--- src/rtl/pipe_latch_pkg.sv ---
// Shared definitions for the pipeline-stage latch: state encoding and the
// bubble (empty-stage) data pattern.
package pipe_latch_pkg;

   // Upper bound on NCH*WIDTH supported by bubble_word.
   localparam int MAX_BITS = 1024;

   // Encoding doubles as the occupancy count.
   typedef enum logic [1:0] {
      ST_EMPTY = 2'd0,
      ST_FULL  = 2'd1,
      ST_SKID  = 2'd2
   } state_t;

   // All lanes zero except lane ir_ch, which carries the low width bits of nop_ir.
   function automatic logic [MAX_BITS-1:0] bubble_word(input int nch, input int width,
                                                       input int ir_ch,
                                                       input logic [MAX_BITS-1:0] nop_ir);
      logic [MAX_BITS-1:0] lane_mask;
      lane_mask   = (MAX_BITS'(1) << width) - MAX_BITS'(1);
      bubble_word = '0;
      if (ir_ch >= 0 && ir_ch < nch)
         bubble_word = (nop_ir & lane_mask) << (ir_ch * width);
   endfunction

endpackage

--- src/rtl/pipe_reg_en.sv ---
// Enabled register with asynchronous active-high reset to a fixed value.
module pipe_reg_en #(
   parameter int WIDTH = 32,
   parameter logic [WIDTH-1:0] RST_VAL = '0
) (
   input  logic             clk,
   input  logic             rst,
   input  logic             en,
   input  logic [WIDTH-1:0] d,
   output logic [WIDTH-1:0] q
);

   always_ff @(posedge clk or posedge rst) begin
      if (rst)
         q <= RST_VAL;
      else if (en)
         q <= d;
   end

endmodule

--- src/rtl/pipe_latch_skid.sv ---
// Pipeline-stage latch: NCH channels of WIDTH bits with ready/valid handshake
// and a 2-entry skid buffer so in_ready is a pure decode of the state register.
module pipe_latch_skid
   import pipe_latch_pkg::*;
#(
   parameter int WIDTH = 32,
   parameter int NCH   = 3,
   parameter int IR_CH = NCH - 1,
   parameter logic [WIDTH-1:0] NOP_IR = '0
) (
   input  logic                 clock,
   input  logic                 ctrl_reset,
   input  logic                 flush,
   input  logic                 in_valid,
   output logic                 in_ready,
   input  logic [NCH*WIDTH-1:0] in_data,
   output logic                 out_valid,
   input  logic                 out_ready,
   output logic [NCH*WIDTH-1:0] out_data,
   output logic [1:0]           occupancy
);

   localparam int DW = NCH * WIDTH;
   localparam logic [MAX_BITS-1:0] BUBBLE_WIDE =
      bubble_word(NCH, WIDTH, IR_CH, MAX_BITS'(NOP_IR));
   localparam logic [DW-1:0] BUBBLE = BUBBLE_WIDE[DW-1:0];

   // Handshake: a word moves upstream->stage when in_valid & in_ready at a rising
   // edge, and stage->downstream when out_valid & out_ready; neither ready
   // depends combinationally on the other side's signals.

   state_t          state, state_next;
   logic            main_en, skid_en;
   logic [DW-1:0]   main_d, skid_d, main_q, skid_q;

   always_comb begin
      state_next = state;
      main_en    = 1'b0;
      main_d     = in_data;
      skid_en    = 1'b0;
      skid_d     = in_data;
      if (flush) begin
         state_next = ST_EMPTY;
         main_en    = 1'b1;
         main_d     = BUBBLE;
         skid_en    = 1'b1;
         skid_d     = BUBBLE;
      end else begin
         case (state)
            ST_EMPTY: begin
               if (in_valid) begin
                  main_en    = 1'b1;
                  state_next = ST_FULL;
               end
            end
            ST_FULL: begin
               if (in_valid && out_ready) begin
                  main_en = 1'b1;
               end else if (out_ready) begin
                  // Draining to empty loads the bubble so out_data never shows stale data.
                  main_en    = 1'b1;
                  main_d     = BUBBLE;
                  state_next = ST_EMPTY;
               end else if (in_valid) begin
                  skid_en    = 1'b1;
                  state_next = ST_SKID;
               end
            end
            ST_SKID: begin
               if (out_ready) begin
                  main_en    = 1'b1;
                  main_d     = skid_q;
                  state_next = ST_FULL;
               end
            end
            default: state_next = ST_EMPTY;
         endcase
      end
   end

   always_ff @(posedge clock or posedge ctrl_reset) begin
      if (ctrl_reset)
         state <= ST_EMPTY;
      else
         state <= state_next;
   end

   pipe_reg_en #(.WIDTH(DW), .RST_VAL(BUBBLE)) u_main (
      .clk (clock),
      .rst (ctrl_reset),
      .en  (main_en),
      .d   (main_d),
      .q   (main_q)
   );

   pipe_reg_en #(.WIDTH(DW), .RST_VAL(BUBBLE)) u_skid (
      .clk (clock),
      .rst (ctrl_reset),
      .en  (skid_en),
      .d   (skid_d),
      .q   (skid_q)
   );

   assign in_ready  = (state != ST_SKID);
   assign out_valid = (state != ST_EMPTY);
   assign out_data  = main_q;
   assign occupancy = state;

endmodule
--- config.mk ---
export PLATFORM = sky130hd
export DESIGN_NAME = pipe_latch_skid
export DESIGN_NICKNAME = d
export VERILOG_FILES = /design/src/rtl/pipe_latch_pkg.sv /design/src/rtl/pipe_reg_en.sv /design/src/rtl/pipe_latch_skid.sv
export SDC_FILE = /design/constraint.sdc
export NUM_CORES = 1
export LEC_CHECK = 0
export ABC_AREA = 1
export CAP_MARGIN = 20
export CORE_UTILIZATION = 53
export CTS_CLUSTER_SIZE = 25
export DETAILED_ROUTE_END_ITERATION = 12
export PLACE_DENSITY = 0.82
export SYNTH_ARGS = -nofsm -noshare
export SYNTH_HDL_FRONTEND = slang
export SYNTH_SLANG_ARGS = --single-unit
export TNS_END_PERCENT = 100
--- constraint.sdc ---
create_clock -name clock -period 11.9 [get_ports clock]
set_input_delay 1.19 -clock clock [delete_from_list [all_inputs] [get_ports clock]]
set_output_delay 1.19 -clock clock [all_outputs]
set_load 0.1 [all_outputs]
### Yosys cells after proc, flatten, opt, wreduce, memory -nomap -nowiden

Index checks and enable logic that the tools add are counted.

* shifts and indexed selects: 0
* muxes and demuxes: 22
* magnitude comparators: 0
* bitwise logic cells: 0
* multiply operators: 0
* divide/modulo/power cells: 0
* equal/unequal tests: 7
* reduce and logical (&&, ||, !) cells: 4
* add/subtract/negate cells: 0

Operator list (count)
* $mux W96: 5
* $pmux W96 S2: 1
* $mux W2: 6
* $ne A3 B3 Y1 const B: 3
* $mux W1: 8
* $pmux W2 S3: 1
* $ne A4 B4 Y1 const B: 1
* $reduce_and A4 Y1: 1
* $pmux W1 S3: 1
* $eq A2 B1 Y1 const B: 1
* $eq A2 B2 Y1 const B: 1
* $logic_not A2 Y1: 1
* $ne A2 B2 Y1 const B: 1
* $reduce_bool A2 Y1: 1
* $logic_and A1 B1 Y1: 1

* ROM bits: 0
* bits of input ports: 101
* bits in registers: 194
* memory bits (writable): 0
* memories kept: 0
* output and inout bits: 100
* word-level logic and storage cells: 36
* bits in latches: 0

### Depth between registers and ports, before layout

* depth in word-level cells: 5
* mapped depth: 10
* gate-level depth less buffers: 8

### Hierarchy

A second synthesis with hierarchy kept.

* cells, all modules: 1597
* area total of the unflattened synthesis: 10755.3 sq um

Modules (own cells, without submodules)
* pipe_reg_en: seq. area each 2402.3 sq um, area each 3633.5 sq um, times used 2, cells each 407
* pipe_latch_skid: seq. area each 50.0 sq um, area each 3488.3 sq um, times used 1, cells each 783

### Least setup slack after synthesis

OpenSTA, ideal clock, no wires.

* path kind: reg-to-output
* from: register state[0], in the netlist occupancy[0]
* to: output in_ready
* arrival: 2002 ps
* buffers on the path: 0
* data required time: 10710 ps
* cell stages (with the launch flop): 4
* slack: 8708 ps
* cells stage by stage: dfrtp_1 inv_1 ha_1 inv_1

* cells in the longest elaborated chain, start to end: 1

RTL lines
* start: declaration: line pipe_latch_skid.sv:32 `state_t state, state_next;`
* start signal: assignment: line pipe_latch_skid.sv:85 `state <= state_next;`
* $ne A2 B2 Y1: line pipe_latch_skid.sv:104 `assign in_ready = (state != ST_SKID);`
* end: declaration: line pipe_latch_skid.sv:15 `output logic in_ready,`

No other way between the ends.

### Worst setup path in the final report

* from: input flush
* to: register u_skid.q[69]

* cells in the longest elaborated chain, start to end: 1
* elaborated cells between the ends (all ways): 2
* those cells by class: 2 x mux

RTL lines
* start: declaration: line pipe_latch_skid.sv:13 `input logic flush,`
* $mux W96 or $mux W1 (tied branches): line pipe_latch_skid.sv:42 `if (flush) begin`
* end signal: assignment: line pipe_reg_en.sv:15 `q <= RST_VAL;`
* end signal: assignment: line pipe_reg_en.sv:17 `q <= d;`
* end: declaration: line pipe_reg_en.sv:10 `output logic [WIDTH-1:0] q`

Parallel ways exist; a longest one is shown, timed or not.
A chain may end at the register's enable or synchronous reset.

==> run summary <==
PD cells -> 182 mW/mm^2
Syn Nets -> 1392
Sink Count -> 194
Top Ports -> 201
Most common cell after layout, fill and taps aside -> nand2_1
Starting Density -> 55.0%
Synthesized area -> 0.00964 sq mm
Post-CTS Setup Bufs -> 0
CTS Root Cell -> clkbuf_16
# diodes -> 0
Critical path required time -> 12.24 ns
CP max stage cell -> buf_4
Relative slew slack -> 24.9%
Yosys top cell area share -> 50.4%
Top_reg_cell synth -> dfrtp_1
Final core utilization -> 69.6%
NumNets Final -> 1530
Distinct cell type count after synthesis -> 19
Most used cell, CP -> buf_4
Crit path capture type -> flop
Htree depth -> 4
Drt drc -> 0
Crit path max fanout -> 112
First-pass GRT wire length -> 41.0 mm
Unrepaired setup endpoints after global routing -> false
LEAKAGE -> 5.87 nW
Later-pin clock latency in the skew report -> 0.43 ns
Wirelength per Cell -> 15.5 um
Setup tns final -> 0 ns
Core area -> 0.0175 sq mm
Register bit total from synthesis -> 194
Gr ovfl total -> 0
Layout Skew -> 0.00749 ns
1st-iter DRT viols -> 772
Maxcap violations -> 0
Fin crit period -> 3.77 ns
Cells after synthesis -> 1287
Rows -> 48
Hold WC Path Type -> flop to flop
Min Hold Slack -> 0.508 ns
Vias in the first global route -> 8378
Post-DRT Antenna Nets -> 0
Final wirelength -> 25.7 mm
Drt first pass iters -> 5
DR vias -> 9219
Peak supply drop -> 0.157 mV
Peak Freq -> 0.265 GHz
CP arrival -> 4.10 ns
Yosys synthesis warning count -> 0
Worst-Margin Slew -> 1.13 ns
Slew Viols, Final -> 0
Num CTS Buffers -> 17
CTS tree -> built
DP HPWL -> 14.6 mm
Total power -> 2.23 mW
Max Root-Sink Buffers -> 2
Worst setup margin -> 8.13 ns
Number of port buffers -> 200
Die height -> 137 um
Final Hold Vio Count -> 0
RePlAce Congestion -> 0.779
Post-synth top area cell -> dfrtp_1
Dpl ws -> 7.84 ns
Worst setup SP type -> primary input
DIE WIDTH -> 137 um
Most frequent cells in the layout -> nand2_1, nand3_1, clkdlybuf4s50_1
Area delta synth->final -> 26.5%
# setup viols final -> 0
Crit-path cells -> clkdlybuf4s50_1 > inv_6 > o21ai_4 > buf_4 > buf_4 > nand3_1 > o21ai_1
Largest cells by area after synthesis -> dfrtp_1, nand2_1, nand3_1, o21ai_1, inv_1
Slowest stage delay, CP -> 0.93 ns
Gr usage total -> 27.9%
Largest net degree at the start of global routing -> 116
Kind of critical path -> primary input to flop
Mean Syn Cell Area -> 7.49 sq um
Share of cells above drive strength 1 -> 3.41%
Tcrit/Tclk final -> 31.7%
CTS-repair resized insts -> 0
Die ar. -> 0.0187 sq mm
Initial antenna violation count -> 0
Outcome -> completed
Sequential fraction of the synthesis area -> 50.4%
Post-synth EDFFs -> 0
Hold buffers post-CTS -> 0
FFs w/ async S/R, synth -> 100%
Detailed-route vias per instance -> 5.54
Clock-pin slew on the worst setup and hold paths -> 0.07 ns
## layer usage
layer	share of wire, %	vias to the layer above	wire (um)	global-route usage (%)
met4	2.1	0	546	9.58
met3	8.1	36	2090	5.26
met5	0	-	0	0
met1	43	4371	11000	38.1
li1	-	4385	-	-
met2	47	427	12100	44.7
## critical path, delay by kind of cell
kind / cells / cell delay (ns)
AO/OA/AOI/OAI: 2 / 0.26
buffers and inverters: 4 / 2.30
AND/OR/NAND/NOR: 1 / 0.18
## final timing paths
check                                      endpoint  depth (start not counted)                startpoint  slack (ns)
setup / recovery           u_skid.q[69]$_DFFE_PP0P_                          7                     flush        8.13
hold / removal             u_main.q[64]$_DFFE_PP0P_                          2  u_main.q[64]$_DFFE_PP0P_        0.51
setup reg to reg           u_skid.q[69]$_DFFE_PP0P_                          8  occupancy[1]$_DFFE_PP0P_        8.71
hold reg to reg            u_main.q[64]$_DFFE_PP0P_                          2  u_main.q[64]$_DFFE_PP0P_        0.51
max in group asynchronous  u_main.q[50]$_DFFE_PP0P_                          4                ctrl_reset        9.42
min in group asynchronous  u_main.q[84]$_DFFE_PP0P_                          2                ctrl_reset        1.34
## cell type report
| type | count | area [sq um] |
|---|---|---|
| Clock buffer | 23 | 468 |
| Timing Repair Buffer | 211 | 2120 |
| Inverter | 109 | 423 |
| Fill cell | 1418 | 5340 |
| Tap cell | 225 | 282 |
| Sequential cell | 194 | 4850 |
| Multi-Input combinational cell | 892 | 3920 |
| Clock inverter | 9 | 130 |
## where the power goes
group | leakage [nW] | internal [mW] | switching [mW]
Combinational | 3.02 | 0.201 | 0.643
Sequential | 2.57 | 0.741 | 0.0510
Clock | 0.279 | 0.342 | 0.248
## cells in the mapped netlist, types with 3 or more instances
cell,count
nand2_1,492
buf_6,9
ha_1,4
buf_2,38
dfrtp_1,194
inv_2,4
inv_1,105
o21ai_0,3
nand3_1,293
o21ai_1,93
buf_4,7
clkbuf_1,36
## stage by stage
| step | area (sq um) | cells |
|---|---|---|
| global placement | 11500 | 1629 |
| global route | 12200 | 1663 |
| floorplan | 9640 | 1287 |
| finish | 12200 | 1663 |
| detailed placement | 11500 | 1629 |
| CTS | 12100 | 1661 |
## logic make-up (layout without fill, tap and decap cells)
logic type      Yosys count  after routing  synth area share (%)
buf+inv                 201            352                  9.29
fa+ha+maj                 4              4                 0.519
flops                   194            194                  50.4
compound gates           97             97                  5.07
simple gates            791            791                  34.8
## flip-flops by register name, indices dropped and copies added (netlist names)
register and cells:
occupancy 2, u_main.q 96, u_skid.q 96
Power figures use the tool's default switching activity.
